**src/rtl/gate_selftest_pkg.sv**
```systemverilog
// ============================================================================
// Module : gate_selftest_pkg
// Brief  : Shared state encoding and sizing for the gate-unit self-test.
// Rev    : 1.0  initial release
// ============================================================================
`default_nettype none

package gate_selftest_pkg;

  typedef enum logic [2:0] {
    IDLE   = 3'd0,
    DRIVE  = 3'd1,
    SETTLE = 3'd2,
    CHECK  = 3'd3,
    DONE   = 3'd4
  } state_t;

  localparam int NUM_VECTORS = 4;
  localparam int IDX_W       = 2;

endpackage

`default_nettype wire

```
**src/rtl/gate_selftest_if.sv**
```systemverilog
// ============================================================================
// Module : gate_selftest_if
// Brief  : Self-test control/result signals plus the gate-unit stimulus and
//          response wires. The master is the self-test engine.
// Rev    : 1.0  initial release
// ============================================================================
`default_nettype none

interface gate_selftest_if #(
  parameter int CNT_W = 3
);
  logic             start;
  logic             drv_x;
  logic             drv_y;
  logic             dut_nand;
  logic             dut_nor;
  logic             dut_and;
  logic             dut_or;
  logic             busy;
  logic             done;
  logic             pass;
  logic [3:0]       fail_mask;
  logic [CNT_W-1:0] err_count;

  modport master (
    input  start, dut_nand, dut_nor, dut_and, dut_or,
    output drv_x, drv_y, busy, done, pass, fail_mask, err_count
  );

  modport slave (
    output start, dut_nand, dut_nor, dut_and, dut_or,
    input  drv_x, drv_y, busy, done, pass, fail_mask, err_count
  );
endinterface

`default_nettype wire

```
**src/rtl/gate_golden_model.sv**
```systemverilog
// ============================================================================
// Module : gate_golden_model
// Brief  : Combinational reference for the gate unit's four outputs.
// Rev    : 1.0  initial release
// ============================================================================
`default_nettype none

module gate_golden_model (
  input  wire logic i_x,
  input  wire logic i_y,
  output logic      o_nand,
  output logic      o_nor,
  output logic      o_and,
  output logic      o_or
);

  assign o_and  = i_x & i_y;
  assign o_or   = i_x | i_y;
  assign o_nand = ~(i_x & i_y);
  assign o_nor  = ~(i_x | i_y);

endmodule

`default_nettype wire

```
**src/rtl/gate_selftest.sv**
```systemverilog
// ============================================================================
// Module : gate_selftest
// Brief  : Sweeps the four (X,Y) vectors through the gate unit and checks its
//          outputs. Define GATE_SELFTEST_ANDOR_EN to also check AND/OR.
// Rev    : 1.0  initial release
// ============================================================================
`default_nettype none

module gate_selftest
  import gate_selftest_pkg::*;
#(
  parameter int unsigned SETTLE_CYCLES = 2,
  parameter int          CNT_W         = 3
) (
  input  wire logic       clk,
  input  wire logic       rst_n,
  gate_selftest_if.master bus
);

  localparam logic [3:0]       c_settleLast = 4'((SETTLE_CYCLES > 0) ? SETTLE_CYCLES - 1 : 0);
  localparam logic [IDX_W-1:0] c_lastIdx    = IDX_W'(NUM_VECTORS - 1);

  state_t           r_state;
  state_t           w_nextState;
  logic [IDX_W-1:0] r_idx;
  logic [IDX_W-1:0] w_idxNext;
  logic [3:0]       r_settleCnt;
  logic             r_drvX;
  logic             r_drvY;
  logic [3:0]       r_failMask;
  logic [3:0]       w_failMaskNext;
  logic [CNT_W-1:0] r_errCount;
  logic             r_pass;
  logic             w_busy;
  logic             w_done;
  logic             w_mismatch;
  logic             w_expNand;
  logic             w_expNor;
  logic             w_expAnd;
  logic             w_expOr;

  gate_golden_model u_golden (
    .i_x    (r_drvX),
    .i_y    (r_drvY),
    .o_nand (w_expNand),
    .o_nor  (w_expNor),
    .o_and  (w_expAnd),
    .o_or   (w_expOr)
  );

  always_ff @(posedge clk or negedge rst_n) begin
    if (!rst_n) r_state <= IDLE;
    else        r_state <= w_nextState;
  end

  always_comb begin
    w_nextState = r_state;
    w_busy      = 1'b0;
    w_done      = 1'b0;
    case (r_state)
      IDLE: if (bus.start) w_nextState = DRIVE;
      DRIVE: begin
        w_busy      = 1'b1;
        w_nextState = (SETTLE_CYCLES == 0) ? CHECK : SETTLE;
      end
      SETTLE: begin
        w_busy = 1'b1;
        if (r_settleCnt == c_settleLast) w_nextState = CHECK;
      end
      CHECK: begin
        w_busy      = 1'b1;
        w_nextState = (r_idx == c_lastIdx) ? DONE : DRIVE;
      end
      DONE: begin
        w_done      = 1'b1;
        w_nextState = IDLE;
      end
      default: w_nextState = IDLE;
    endcase
  end

  // Unit outputs are only looked at in CHECK so X elsewhere never reaches state.
  always_comb begin
    w_mismatch = 1'b0;
    if (r_state == CHECK) begin
`ifdef GATE_SELFTEST_ANDOR_EN
      w_mismatch = (bus.dut_nand != w_expNand) || (bus.dut_nor != w_expNor) ||
                   (bus.dut_and  != w_expAnd)  || (bus.dut_or  != w_expOr);
`else
      w_mismatch = (bus.dut_nand != w_expNand) || (bus.dut_nor != w_expNor);
`endif
    end
  end

`ifndef GATE_SELFTEST_ANDOR_EN
  logic w_unusedAndOr;
  assign w_unusedAndOr = ^{bus.dut_and, bus.dut_or, w_expAnd, w_expOr};
`endif

  assign w_idxNext      = r_idx + IDX_W'(1);
  assign w_failMaskNext = r_failMask | (w_mismatch ? (4'b0001 << r_idx) : 4'b0000);

  always_ff @(posedge clk or negedge rst_n) begin
    if (!rst_n) begin
      r_idx       <= '0;
      r_settleCnt <= '0;
      r_drvX      <= 1'b0;
      r_drvY      <= 1'b0;
      r_failMask  <= '0;
      r_errCount  <= '0;
      r_pass      <= 1'b0;
    end else begin
      case (r_state)
        IDLE: begin
          if (bus.start) begin
            r_idx      <= '0;
            r_drvX     <= 1'b0;
            r_drvY     <= 1'b0;
            r_failMask <= '0;
            r_errCount <= '0;
            r_pass     <= 1'b0;
          end
        end
        DRIVE:  r_settleCnt <= '0;
        SETTLE: r_settleCnt <= r_settleCnt + 4'd1;
        CHECK: begin
          r_failMask <= w_failMaskNext;
          if (w_mismatch && (r_errCount < CNT_W'(NUM_VECTORS)))
            r_errCount <= r_errCount + CNT_W'(1);
          if (r_idx == c_lastIdx) begin
            r_pass <= (w_failMaskNext == 4'b0000);
          end else begin
            r_idx  <= w_idxNext;
            r_drvX <= w_idxNext[1];
            r_drvY <= w_idxNext[0];
          end
        end
        default: ;
      endcase
    end
  end

  assign bus.drv_x     = r_drvX;
  assign bus.drv_y     = r_drvY;
  assign bus.busy      = w_busy;
  assign bus.done      = w_done;
  assign bus.pass      = r_pass;
  assign bus.fail_mask = r_failMask;
  assign bus.err_count = r_errCount;

endmodule

`default_nettype wire

```
**src/flat_wrapper.sv**
```systemverilog
// flat-port wrapper written by rule: the top's interface ports become plain ports
module gate_selftest_flat import gate_selftest_pkg::*;
#(
  parameter int unsigned SETTLE_CYCLES = 2,
  parameter int          CNT_W         = 3
)
  (clk, rst_n, bus_start, bus_dut_nand, bus_dut_nor, bus_dut_and, bus_dut_or, bus_drv_x, bus_drv_y, bus_busy, bus_done, bus_pass, bus_fail_mask, bus_err_count);
  gate_selftest_if #(.CNT_W(CNT_W)) bus_i ();
  input  wire logic clk;
  input  wire logic rst_n;
  input wire logic [$bits(bus_i.start)-1:0] bus_start;
  input wire logic [$bits(bus_i.dut_nand)-1:0] bus_dut_nand;
  input wire logic [$bits(bus_i.dut_nor)-1:0] bus_dut_nor;
  input wire logic [$bits(bus_i.dut_and)-1:0] bus_dut_and;
  input wire logic [$bits(bus_i.dut_or)-1:0] bus_dut_or;
  output wire logic [$bits(bus_i.drv_x)-1:0] bus_drv_x;
  output wire logic [$bits(bus_i.drv_y)-1:0] bus_drv_y;
  output wire logic [$bits(bus_i.busy)-1:0] bus_busy;
  output wire logic [$bits(bus_i.done)-1:0] bus_done;
  output wire logic [$bits(bus_i.pass)-1:0] bus_pass;
  output wire logic [$bits(bus_i.fail_mask)-1:0] bus_fail_mask;
  output wire logic [$bits(bus_i.err_count)-1:0] bus_err_count;
  assign bus_i.start = bus_start;
  assign bus_i.dut_nand = bus_dut_nand;
  assign bus_i.dut_nor = bus_dut_nor;
  assign bus_i.dut_and = bus_dut_and;
  assign bus_i.dut_or = bus_dut_or;
  assign bus_drv_x = bus_i.drv_x;
  assign bus_drv_y = bus_i.drv_y;
  assign bus_busy = bus_i.busy;
  assign bus_done = bus_i.done;
  assign bus_pass = bus_i.pass;
  assign bus_fail_mask = bus_i.fail_mask;
  assign bus_err_count = bus_i.err_count;
  gate_selftest #(.SETTLE_CYCLES(SETTLE_CYCLES), .CNT_W(CNT_W)) u_core (.clk(clk), .rst_n(rst_n), .bus(bus_i));
endmodule
```
**config.mk**
```make
export PLATFORM = sky130hd
export DESIGN_NAME = gate_selftest_flat
export DESIGN_NICKNAME = d
export VERILOG_FILES = /design/src/rtl/gate_selftest_pkg.sv /design/src/rtl/gate_selftest_if.sv /design/src/rtl/gate_golden_model.sv /design/src/rtl/gate_selftest.sv /design/src/flat_wrapper.sv
export SDC_FILE = /design/constraint.sdc
export NUM_CORES = 1
export LEC_CHECK = 0
export ABC_AREA = 1
export ABC_CLOCK_PERIOD_IN_PS = 2400
export CORE_ASPECT_RATIO = 1.4
export CORE_MARGIN = 2
export CORE_UTILIZATION = 43
export DETAILED_ROUTE_END_ITERATION = 16
export DONT_BUFFER_PORTS = 1
export GPL_TIMING_DRIVEN = 1
export SYNTH_ARGS = -nofsm -noshare
export SYNTH_HDL_FRONTEND = slang
export SYNTH_SLANG_ARGS = --single-unit
```
**constraint.sdc**
```tcl
create_clock -name clk -period 2.4 [get_ports clk]
set_input_delay 0.24 -clock clk [delete_from_list [all_inputs] [get_ports clk]]
set_output_delay 0.24 -clock clk [all_outputs]
set_load 0.01 [all_outputs]
```
Word level (Yosys, flattened, before mapping) --
Index checks and enable logic that the tools add are counted.
Word-level totals: output and inout port bits 12, word-level logic and storage cells 67, input bits 7, register bits after elaboration 19
Cells by class: mux-type cells 24, reduce and logical (&&, ||, !) cells 12, shift-type cells 1, equality and inequality tests 13, bitwise gates (word level) 5, add/subtract/negate cells 3, order comparisons 1
Operator list (number):
- case mux 4 bit (2 select lines) | 2
- two-way mux 3 bit | 5
- case mux 3 bit (4 select lines) | 1
- AND reduction 3 bit | 3
- two-way mux 4 bit | 2
- != test 2 bit, second input constant | 4
- two-way mux 1 bit | 7
- equality test 3 x 2 -> 1 bit, second input constant | 2
- case mux 1 bit (2 select lines) | 3
- case mux 3 bit (2 select lines) | 1
- adder 4 x 1 -> 4 bit, second input constant | 1
- equality test 4 x 1 -> 1 bit, second input constant | 1
- logical NOT 4 bit | 1
- two-way mux 2 bit | 2
- bitwise OR 4 bit | 1
- case mux 2 bit (2 select lines) | 1
- AND reduction 2 bit | 2
- nonzero test 2 bit | 2
- << shifter 1 x 2 -> 4 bit, first input constant | 1
- adder 3 x 1 -> 3 bit, second input constant | 1
- equality test 3 x 1 -> 1 bit, second input constant | 1
- equality test 3 bit, second input constant | 1
- logical NOT 3 bit | 1
- less-than comparator 3 bit, second input constant | 1
- 10 further kinds | 12

Longest topological paths before layout --
Gate-level depths: netlist (run 1).
depth in word-level cells 10, depth in mapped cells 11, mapped depth without buffers 11

Hierarchy --
Synthesis (run 1) repeated with hierarchy kept, for this count alone.
Second synthesis, totals: cells, all modules 120, area total of the unflattened synthesis 955.9 sq um
Modules (own cells, without submodules):
- gate_selftest | times used 1, area each 930.9 sq um, cells an instance 114
- gate_golden_model | times used 1, area each 25.0 sq um, cells an instance 6

Worst setup path before layout (run 1) --
Ideal clock, no wire load.
path kind reg-to-reg, from register u_core.r_idx[0], to register u_core.r_pass, in the netlist u_core.bus.pass, clock period less this slack 1.345 ns, arrival 1.227 ns, slack 1.055 ns, library setup time 0.117 ns, required time 2.283 ns, cell stages (with the launch flop) 12, cell sequence dfrtp_1 inv_1 ha_1 inv_1 nand2_1 nand2_1 nand2_2 nand3_1 nand2_1 nor2_1 nand3_1 nand2_1
On the way: longest elaborated chain between the ends 6
Ends and longest elaborated chain:
- start, declared | RTL line gate_selftest.sv:25 | logic [IDX_W-1:0] r_idx;
- start signal, assigned | RTL line gate_selftest.sv:133 | r_idx <= w_idxNext;
- << shifter 1 x 2 -> 4 bit | RTL line gate_selftest.sv:101 | assign w_failMaskNext = r_failMask | (w_mismatch ? (4'b0001 << r_idx) : 4'b0000);
- two-way mux 4 bit | RTL line gate_selftest.sv:101
- bitwise OR 4 bit | RTL line gate_selftest.sv:101
- logical NOT 4 bit | RTL line gate_selftest.sv:131 | r_pass <= (w_failMaskNext == 4'b0000);
- two-way mux 1 bit | RTL line gate_selftest.sv:130 | if (r_idx == c_lastIdx) begin
- case mux 1 bit (2 select lines) | RTL line gate_selftest.sv:113 | case (r_state)
- end signal, assigned | RTL line gate_selftest.sv:131
- end, declared | RTL line gate_selftest.sv:33 | logic r_pass;
Several ways; a longest one is shown, not always the timed one. The select of a mux whose other input is x is not followed. A chain may end at the register's enable or synchronous reset.

Worst setup path after layout (run 1) --
Same ends and word-level chain as after synthesis.

==> run_results.csv, run 1 <==
group,metric,value,unit
drt,vias_per_cell,5.007,
logic_synthesis,syn_inst,113,
clock_network,cts_sinks,17,
sta,max_freq,664.5,MHz
power,p_leak,0.5185,nW
logic_synthesis,synth_top_area_share,45.52,%
worst_setup_path,end_kind,"flip-flop",
worst_setup_path,arrival,1.72,ns
worst_setup_path,crit_type,"reg2reg",
global_route,track_usage,14.85,%
worst_setup_path,cp_top_family,"simple AND/OR/NAND/NOR gates",
finish,area_growth,5.623,%
global_route,grt_overflow_total,0,
die,die_w,43.40,µm
placement,pre_cts_ws,0.8862,ns
worst_setup_path,cp.required,2.62,ns
die,pin_count,19,
finish,final_cell_mix,"nand2_1, inv_1, dfrtp_1",
drt,antenna_left,0,
logic_synthesis,synth_area_leaders,"dfrtp_1, ha_1, nand2_1, inv_1, nand3_1",
global_route,grt_max_degree,18,
sta,slew_headroom,48.97,%
drt,drt-pass1-iter-count,4,
sta,timing.final.crit_share,62.71,%
sta,skew,0.008186,ns
sta,rsz0062_at_grt,"false",
logic_synthesis,ys_types,19,
worst_setup_path,critPathMaxStageDelay,0.45,ns
worst_setup_path,path_cells,"ha_1, inv_2, nand2_1, nand2_1, nand2_2, nand3_1, nand2_1, nor2_1, nand3_1, nand2_1",
power,ir_drop,591.0,µV
finish,drive_above_1_share,10.26,%
clock_network,clkTransAtPathRegs,0.09,ns
worst_setup_path,cp_max_fo,5,
finish,diodes,0,
sta,drv_slew,0,
sta,tns,0,ns
logic_synthesis,syn-mean-instance-area,8.271,µm²
clock_network,clk_path_buf_depth,2,
logic_synthesis,ys.warnings.count,0,
worst_setup_path,cp_common_cell,"nand2_1",
worst_setup_path,cpMaxStageDelayCell,"dfrtp_1",
global_route,antenna_found_initial,0,
clock_network,htreeDepth,1,
die,fp.coreArea,2127,µm²
sta,fin_ws,0.8950,ns
outcome,status,"complete, no violations",
global_route,grt_pass1_wl,2870,µm
worst_hold_path,hold_class,"in2reg",
finish,fin_util,46.41,%
placement,place_congestion,0.7666,
flow_run,maxCapViolCount,0,
clock_network,cts_inserted_buffers,3,
die,die-area,2568,µm²
die,start_util,43.94,%
sta,period_needed,1.505,ns
clock_network,cts_tree,"built",
drt,routed_wl,1610,µm
logic_synthesis,syn_area,934.6,µm²
finish,final_common_cell,"nand2_1",
logic_synthesis,synth-seq-area-share,45.52,%
worst_setup_path,cp_num_buf_inv,1,
finish,nNetsFinal,133,
worst_setup_path,crit_path_start_kind,"flip-flop",
clock_network,cts_resized,0,
power,powerDensity,1204,nW/µm²
placement,dp_hpwl,1301,µm
drt,drt_iter0_markers,15,
sta,hold_viol,0,
sta,hold_slack,0.2106,ns
logic_synthesis,synth-seq-cells,17,
die,die_y,59.17,µm
logic_synthesis,syn_nets,128,
sta,finalSetupViolCount,0,
drt,remaining_drc_errors,0,
drt,avgRoutedWirePerCell,11.58,µm
sta,worst_pin_slew,0.7629,ns
clock_network,root_buffer,"clkbuf_4",
global_route,grt_pass1_vias,694,
clock_network,insertion_delay,0.28,ns
logic_synthesis,synth_top_area_cell,"dfrtp_1",
die,rows,20,
placement,port-buffer-count,0,
drt,vias,696,
[per-layer routing]
| layer | track usage, % | wire length, µm | vias up | share of wire, % |
|---|---|---|---|---|
| met5 | 0 | 0 | - | 0 |
| met2 | 27.08 | 860 | 5 | 53 |
| li1 | - | - | 368 | - |
| met1 | 16.90 | 695 | 321 | 43 |
| met3 | 2.134 | 34 | 2 | 2.1 |
| met4 | 6.494 | 19 | 0 | 1.2 |
[report_power, final]
part           leakage, nW  internal [mW]  switching (mW)  total, mW
combinational        0.288          0.184           0.337      0.521
sequential           0.215          0.393           0.125      0.518
clock               0.0150         0.0644          0.0849      0.149
[per-stage QoR]
stage | power, mW | std cells | cell area, µm²
after floorplan | 0.9568 | 113 | 934.6
after global placement | 1.038 | 134 | 950.9
after detailed placement | 1.054 | 134 | 950.9
after CTS | 1.210 | 139 | 987.2
after global routing | 1.321 | 139 | 987.2
final | 1.188 | 139 | 987.2
[cell type report]
cell class	count	area (µm²)
Clock buffer	4	26.28
Fill cell	207	1140
Inverter	22	82.58
Multi-Input combinational cell	73	415.4
Sequential cell	17	425.4
Tap cell	22	27.53
Timing Repair Buffer	1	10.01
[worst reg2reg max path, delay by kind of cell (launching register included)]
family / cells / cell delay (ns)
AND/OR/NAND/NOR: 8 / 0.59
flip-flops: 1 / 0.45
adder cells (fa/ha/maj): 1 / 0.29
buffers and inverters: 1 / 0.11
[sequential cells by signal (all words and copies together), names as in the netlist]
signal	flops
u_core.r_settleCnt	4
u_core.bus.pass	1
u_core.bus.fail_mask	4
u_core.bus.err_count	3
u_core.r_state	3
u_core.r_idx	2
[synth_stat cells]
cell type and instances:
nor2_1 8, o32ai_1 1, dfrtp_1 17, a21oi_1 2, buf_6 1, o21ai_1 6
a31oi_1 2, o22ai_1 2, nor3_1 2, nand3_2 1, nand3_1 13, inv_2 4
nor2_4 1, nand2_1 22, ha_1 8, inv_1 18, xor2_1 1, nand2_2 3
o21ai_0 1
[final timing paths]
check / startpoint / cells past startpoint / to / slack [ns]
max in group asynchronous: rst_n / 1 / u_core.bus.pass / 1.46
max reg2reg: u_core.r_idx[0] / 10 / u_core.bus.pass / 0.90
min in group asynchronous: rst_n / 1 / u_core.r_settleCnt[2] / 0.46
max: u_core.r_idx[0] / 10 / u_core.bus.pass / 0.90
min: bus_start / 2 / u_core.r_state[0] / 0.21
min reg2reg: u_core.r_settleCnt[0] / 1 / u_core.r_settleCnt[0] / 0.57
[timing repair]
item | 4_1_cts | 5_1_grt
endpoints found under the hold margin | 17 | 0
endpoints found under the setup margin | 0 | 0
hold buffers | 1 | 0
buffers inserted | 0 | 0
[logic make-up after synthesis]
logic type | Yosys count | synth area share [%]
buffers and inverters | 23 | 10.04
AOI/OAI and AO/OA | 14 | 8.433
DFF | 17 | 45.52
and+or+nand+nor | 50 | 24.36
xor gates and xnor gates | 1 | 0.9373
adders and majority gates | 8 | 10.71
Power figures use the tool's default switching activity.
==> run 2, diff against run 1 <==
--- a/config.mk
+++ b/config.mk
@@ -6,7 +6,7 @@
 export NUM_CORES = 1
 export LEC_CHECK = 0
 export ABC_AREA = 1
-export ABC_CLOCK_PERIOD_IN_PS = 2400
+export ABC_CLOCK_PERIOD_IN_PS = 1500
 export CORE_ASPECT_RATIO = 1.4
 export CORE_MARGIN = 2
 export CORE_UTILIZATION = 43
==> constraint.sdc (replaced) <==
create_clock -name clk -period 1.5 [get_ports clk]
set_input_delay 0.15 -clock clk [delete_from_list [all_inputs] [get_ports clk]]
set_output_delay 0.15 -clock clk [all_outputs]
set_load 0.01 [all_outputs]
==> run_results.csv, run 2 (synthesized netlist as in run 1, its figures left out) <==
group,metric,value,unit
finish,fin_util,50.12,%
sta,period_needed,1.380,ns
worst_setup_path,regToRegStartpoint,"u_core.r_idx[0]",
drt,routed_wl,1696,µm
worst_setup_path,cp_max_fo,5,
worst_setup_path,cpMaxStageDelayCell,"dfrtp_1",
drt,antenna_left,0,
sta,worst_pin_slew,0.7557,ns
clock_network,insertion_delay,0.28,ns
power,p_leak,0.5574,nW
sta,hold_viol,0,
global_route,grt_overflow_total,0,
drt,drt-pass1-iter-count,4,
sta,max_freq,724.4,MHz
clock_network,clk_path_buf_depth,2,
global_route,antenna_found_initial,0,
placement,port-buffer-count,0,
global_route,track_usage,14.11,%
clock_network,root_buffer,"clkbuf_4",
clock_network,htreeDepth,1,
global_route,grt_pass1_wl,2718,µm
worst_setup_path,critPathMaxStageDelay,0.42,ns
placement,place_congestion,0.8002,
sta,skew,0.007040,ns
sta,finalSetupViolCount,0,
finish,multi_input_area,432.9,µm²
power,ir_drop,1020,µV
die,start_util,43.94,%
worst_setup_path,arrival,1.56,ns
worst_hold_path,holdPathEnd,"u_core.r_state[0]",
global_route,grtUsageMet1,16.12,%
clock_network,cts_tree,"built",
finish,seq_area,425.4,µm²
worst_setup_path,r2r-end,"u_core.bus.pass",
finish,drive_above_1_share,22.40,%
finish,area_growth,14.06,%
die,fp.coreArea,2127,µm²
worst_setup_path,reg2regPathDepth,10,
worst_hold_path,hold_class,"in2reg",
worst_setup_path,cp.required,1.68,ns
global_route,grt_use_met2,25.37,%
drt,vias_per_cell,5.095,
placement,dp_hpwl,1348,µm
flow_run,maxCapViolCount,0,
global_route,grt_pass1_vias,671,
drt,remaining_drc_errors,0,
outcome,status,"complete, no violations",
clock_network,cts_inserted_buffers,3,
die,rows,20,
worst_setup_path,end_kind,"flip-flop",
worst_setup_path,crit_path_start_kind,"flip-flop",
global_route,use_met3,2.134,%
power,powerDensity,1948,nW/µm²
sta,hold_slack,0.1217,ns
worst_hold_path,hp-start,"bus_start",
worst_setup_path,path_cells,"ha_2, inv_2, nand2_1, nand2_1, nand2_2, nand3_1, nand2_1, nor2_1, nand3_1, nand2_1",
finish,final_cell_mix,"nand2_1, dfrtp_1, inv_1",
clock_network,cts_sinks,17,
worst_setup_path,rrSetupSlack,0.12,ns
drt,drt_iter0_markers,17,
die,die_w,43.40,µm
drt,avgRoutedWirePerCell,11.54,µm
die,die-area,2568,µm²
die,pin_count,19,
worst_setup_path,cp_common_cell,"nand2_1",
drt,vias,749,
global_route,gr-max-usage-layer,"met2",
finish,diodes,0,
finish,n_fill_cell,212,
die,die_y,59.17,µm
sta,drv_slew,0,
global_route,grt_max_degree,18,
finish,final_common_cell,"nand2_1",
clock_network,clkTransAtPathRegs,0.10,ns
sta,slew_headroom,49.46,%
worst_hold_path,min_path_cells,2,
worst_setup_path,crit_type,"reg2reg",
finish,nNetsFinal,141,
sta,timing.final.crit_share,92.02,%
==> run 2: metal layers <==
metal / share of wire [%] / up-vias
li1: - / 384
met2: 56 / 6
met1: 40 / 357
met4: 0.65 / 0
met3: 2.7 / 2
met5: 0 / -
==> run 2: final cells by class <==
cell class                 instances  share of cell area (%)
clock buffer                       3                   2.113
clock inverter                     1                  0.4695
inverter                          22                   7.746
multi-input combinational         73                   40.61
sequential                        17                   39.91
tap                               22                   2.582
timing repair buffer               9                   6.573
==> run 2: report_power, final <==
group	switching (mW)	leakage [nW]	total, mW	internal [mW]
Combinational	0.602	0.324	1.02	0.414
Sequential	0.196	0.215	0.825	0.629
Clock	0.136	0.0177	0.235	0.0988
==> run 2: what timing repair did <==
action / 4_1_cts / 5_1_grt
hold buffers: 1 / 0
setup buffers: 0 / 3
endpoints found under the hold margin: 17 / 0
gates resized for setup: 0 / 7
endpoints found under the setup margin: 0 / 3
==> run 2: stage by stage <==
stage / cell area, µm² / setup TNS [ns] / worst slack, ns / total power, mW / instances
finish: 1066 / 0 / 0.1196 / 2.076 / 147
global route: 1066 / -0.01099 / -0.01099 / 2.295 / 147
CTS: 1026 / 0 / 0.08422 / 2.027 / 144
detailed placement: 988.4 / 0 / 0.1170 / 1.765 / 139
global placement: 988.4 / 0 / 0.1211 / 1.734 / 139
floorplan: 934.6 / 0 / 0.1552 / 1.531 / 113
==> run 2: worst max-delay path: cells and delay by family, from the launching register on <==
family        cells  cell delay (ns)
buf+inv           1             0.05
fa+ha+maj         1             0.25
flops             1             0.42
simple gates      8             0.56
==> run 2: worst max path at each step <==
| stage | start | end | slack (ns) | cells after the start |
|---|---|---|---|---|
| after CTS | u_core.r_idx[0] | u_core.bus.pass | 0.08 | 10 |
| after detailed placement | u_core.r_idx[0] | u_core.bus.pass | 0.12 | 10 |
| after global placement | u_core.r_idx[0] | u_core.bus.pass | 0.12 | 10 |
| after floorplan | u_core.r_idx[0] | u_core.bus.pass | 0.16 | 11 |
| after global routing | u_core.r_idx[0] | u_core.bus.pass | -0.01 | 11 |
| final | u_core.r_idx[0] | u_core.bus.pass | 0.12 | 10 |
==> run 3, diff against run 2 <==
--- a/config.mk
+++ b/config.mk
@@ -10,9 +10,11 @@
 export CORE_ASPECT_RATIO = 1.4
 export CORE_MARGIN = 2
 export CORE_UTILIZATION = 43
+export CTS_BUF_LIST = sky130_fd_sc_hd__clkbuf_8 sky130_fd_sc_hd__clkbuf_16
 export DETAILED_ROUTE_END_ITERATION = 16
 export DONT_BUFFER_PORTS = 1
 export GPL_TIMING_DRIVEN = 1
+export REMOVE_ABC_BUFFERS = 1
 export SYNTH_ARGS = -nofsm -noshare
 export SYNTH_HDL_FRONTEND = slang
 export SYNTH_SLANG_ARGS = --single-unit
==> run_results.csv, run 3 (synthesized netlist as in run 1, its figures left out) <==
group,metric,value,unit
power,ir_drop,1056,µV
global_route,grt_max_degree,18,
clock_network,cts_sinks,17,
drt,antenna_left,0,
global_route,grt_overflow_total,0,
worst_setup_path,arrival,1.51,ns
drt,wl_met3,57,µm
worst_setup_path,cp_max_fo,5,
drt,routed_wl,1753,µm
clock_network,cts_tree,"built",
worst_setup_path,cp.required,1.64,ns
sta,fin_ws,0.1339,ns
outcome,status,"complete, no violations",
die,die-area,2568,µm²
finish,final_common_cell,"nand2_1",
drt,highest_layer,"met4",
drt,drt-met1-wl,779,µm
sta,worst_pin_slew,0.7723,ns
sta,skew,0.001127,ns
finish,drive_above_1_share,22.58,%
power,powerDensity,2001,nW/µm²
finish,stdcell_count,146,
sta,slew_headroom,48.34,%
worst_setup_path,crit_path_start_kind,"flip-flop",
worst_setup_path,crit_type,"reg2reg",
placement,dpl_cell_area,988.4,µm²
finish,fin_util,51.47,%
sta,period_needed,1.366,ns
global_route,antenna_found_initial,0,
die,start_util,43.94,%
worst_hold_path,hold_class,"in2reg",
drt,dr_wl_met2,896,µm
drt,drt-pass1-iter-count,4,
sta,hold_slack,0.1657,ns
die,pin_count,19,
placement,pre_cts_ws,0.08523,ns
die,fp.coreArea,2127,µm²
flow_run,maxCapViolCount,0,
drt,remaining_drc_errors,0,
finish,seq_area,426.7,µm²
finish,final_area,1095,µm²
global_route,track_usage,15.67,%
die,rows,20,
clock_network,cts_inserted_buffers,3,
sta,drv_slew,0,
finish,final_cell_mix,"nand2_1, inv_1, dfrtp_1",
finish,diodes,0,
drt,drt_iter0_markers,7,
global_route,grt_pass1_vias,698,
sta,tns,0,ns
clock_network,clkTransAtPathRegs,0.06,ns
drt,vias_per_cell,4.952,
placement,placed_cells,139,
power,finalPower,2.190,mW
placement,port-buffer-count,0,
sta,hold_viol,0,
clock_network,htreeDepth,1,
clock_network,root_buffer,"clkbuf_8",
die,die_y,59.17,µm
finish,area_growth,17.14,%
placement,dp_hpwl,1352,µm
die,die_w,43.40,µm
power,p_leak,0.5664,nW
finish,n_fill_cell,197,
clock_network,insertion_delay,0.25,ns
drt,vias,723,
placement,place_congestion,0.7376,
sta,max_freq,732.0,MHz
global_route,grt_pass1_wl,3001,µm
clock_network,clk_path_buf_depth,2,
sta,finalSetupViolCount,0,
finish,nNetsFinal,140,
drt,avgRoutedWirePerCell,12.01,µm
sta,timing.final.crit_share,91.07,%
finish,multi_input_area,450.4,µm²
worst_setup_path,end_kind,"flip-flop",
run 3: cell count changes in the layout (fill, tap and decap cells not counted), sizes merged:
cell    previous run  this run
inv               22        23
clkinv             1         0
buf                8         7
run 3: report_power, final:
group / total [mW] / internal [mW] / switching (mW)
Clock: 0.333 / 0.181 / 0.152
Sequential: 0.835 / 0.633 / 0.202
Combinational: 1.02 / 0.408 / 0.614
run 3: area by class of cell:
class	count	share of cell area [%]
Inverter	22	7.543
Sequential cell	17	38.97
Clock inverter	1	0.3429
Timing Repair Buffer	8	5.714
Clock buffer	3	3.771
Multi-Input combinational cell	73	41.14
Tap cell	22	2.514
run 3: path summary, 6_finish.rpt:
kind                            cells after the start             startpoint                     to  slack (ns)
worst max-delay path                               11        u_core.r_idx[0]        u_core.bus.pass        0.13
worst min-delay path                                2              bus_start      u_core.r_state[0]        0.17
worst max register to register                     11        u_core.r_idx[0]        u_core.bus.pass        0.13
worst min register to register                      1  u_core.r_settleCnt[0]  u_core.r_settleCnt[0]        0.57
max in group asynchronous                           1                  rst_n        u_core.r_idx[1]        0.55
min in group asynchronous                           1                  rst_n      u_core.r_state[2]        0.42
run 3: critical path, cell delays in order, from the launching register on:
cell and delay, ns:
dfrtp_1 0.43, inv_2 0.08, ha_2 0.17, inv_1 0.04, nand2_1 0.04, nand2_1 0.08
nand2_4 0.10, nand3_1 0.07, nand2_1 0.09, nor2_1 0.05, nand3_1 0.06, nand2_1 0.05
run 3: routing by layer:
layer	global-route usage, %	vias to the layer above
li1	-	383
met4	9.091	0
met1	19.19	324
met5	0	-
met2	24.95	14
met3	3.659	2
run 3: what timing repair did:
action / 4_1_cts / 5_1_grt
hold buffers: 1 / 0
setup endpoints to repair: 0 / 5
resized for setup: 0 / 11
setup buffers: 0 / 2
hold endpoints to repair: 17 / 0
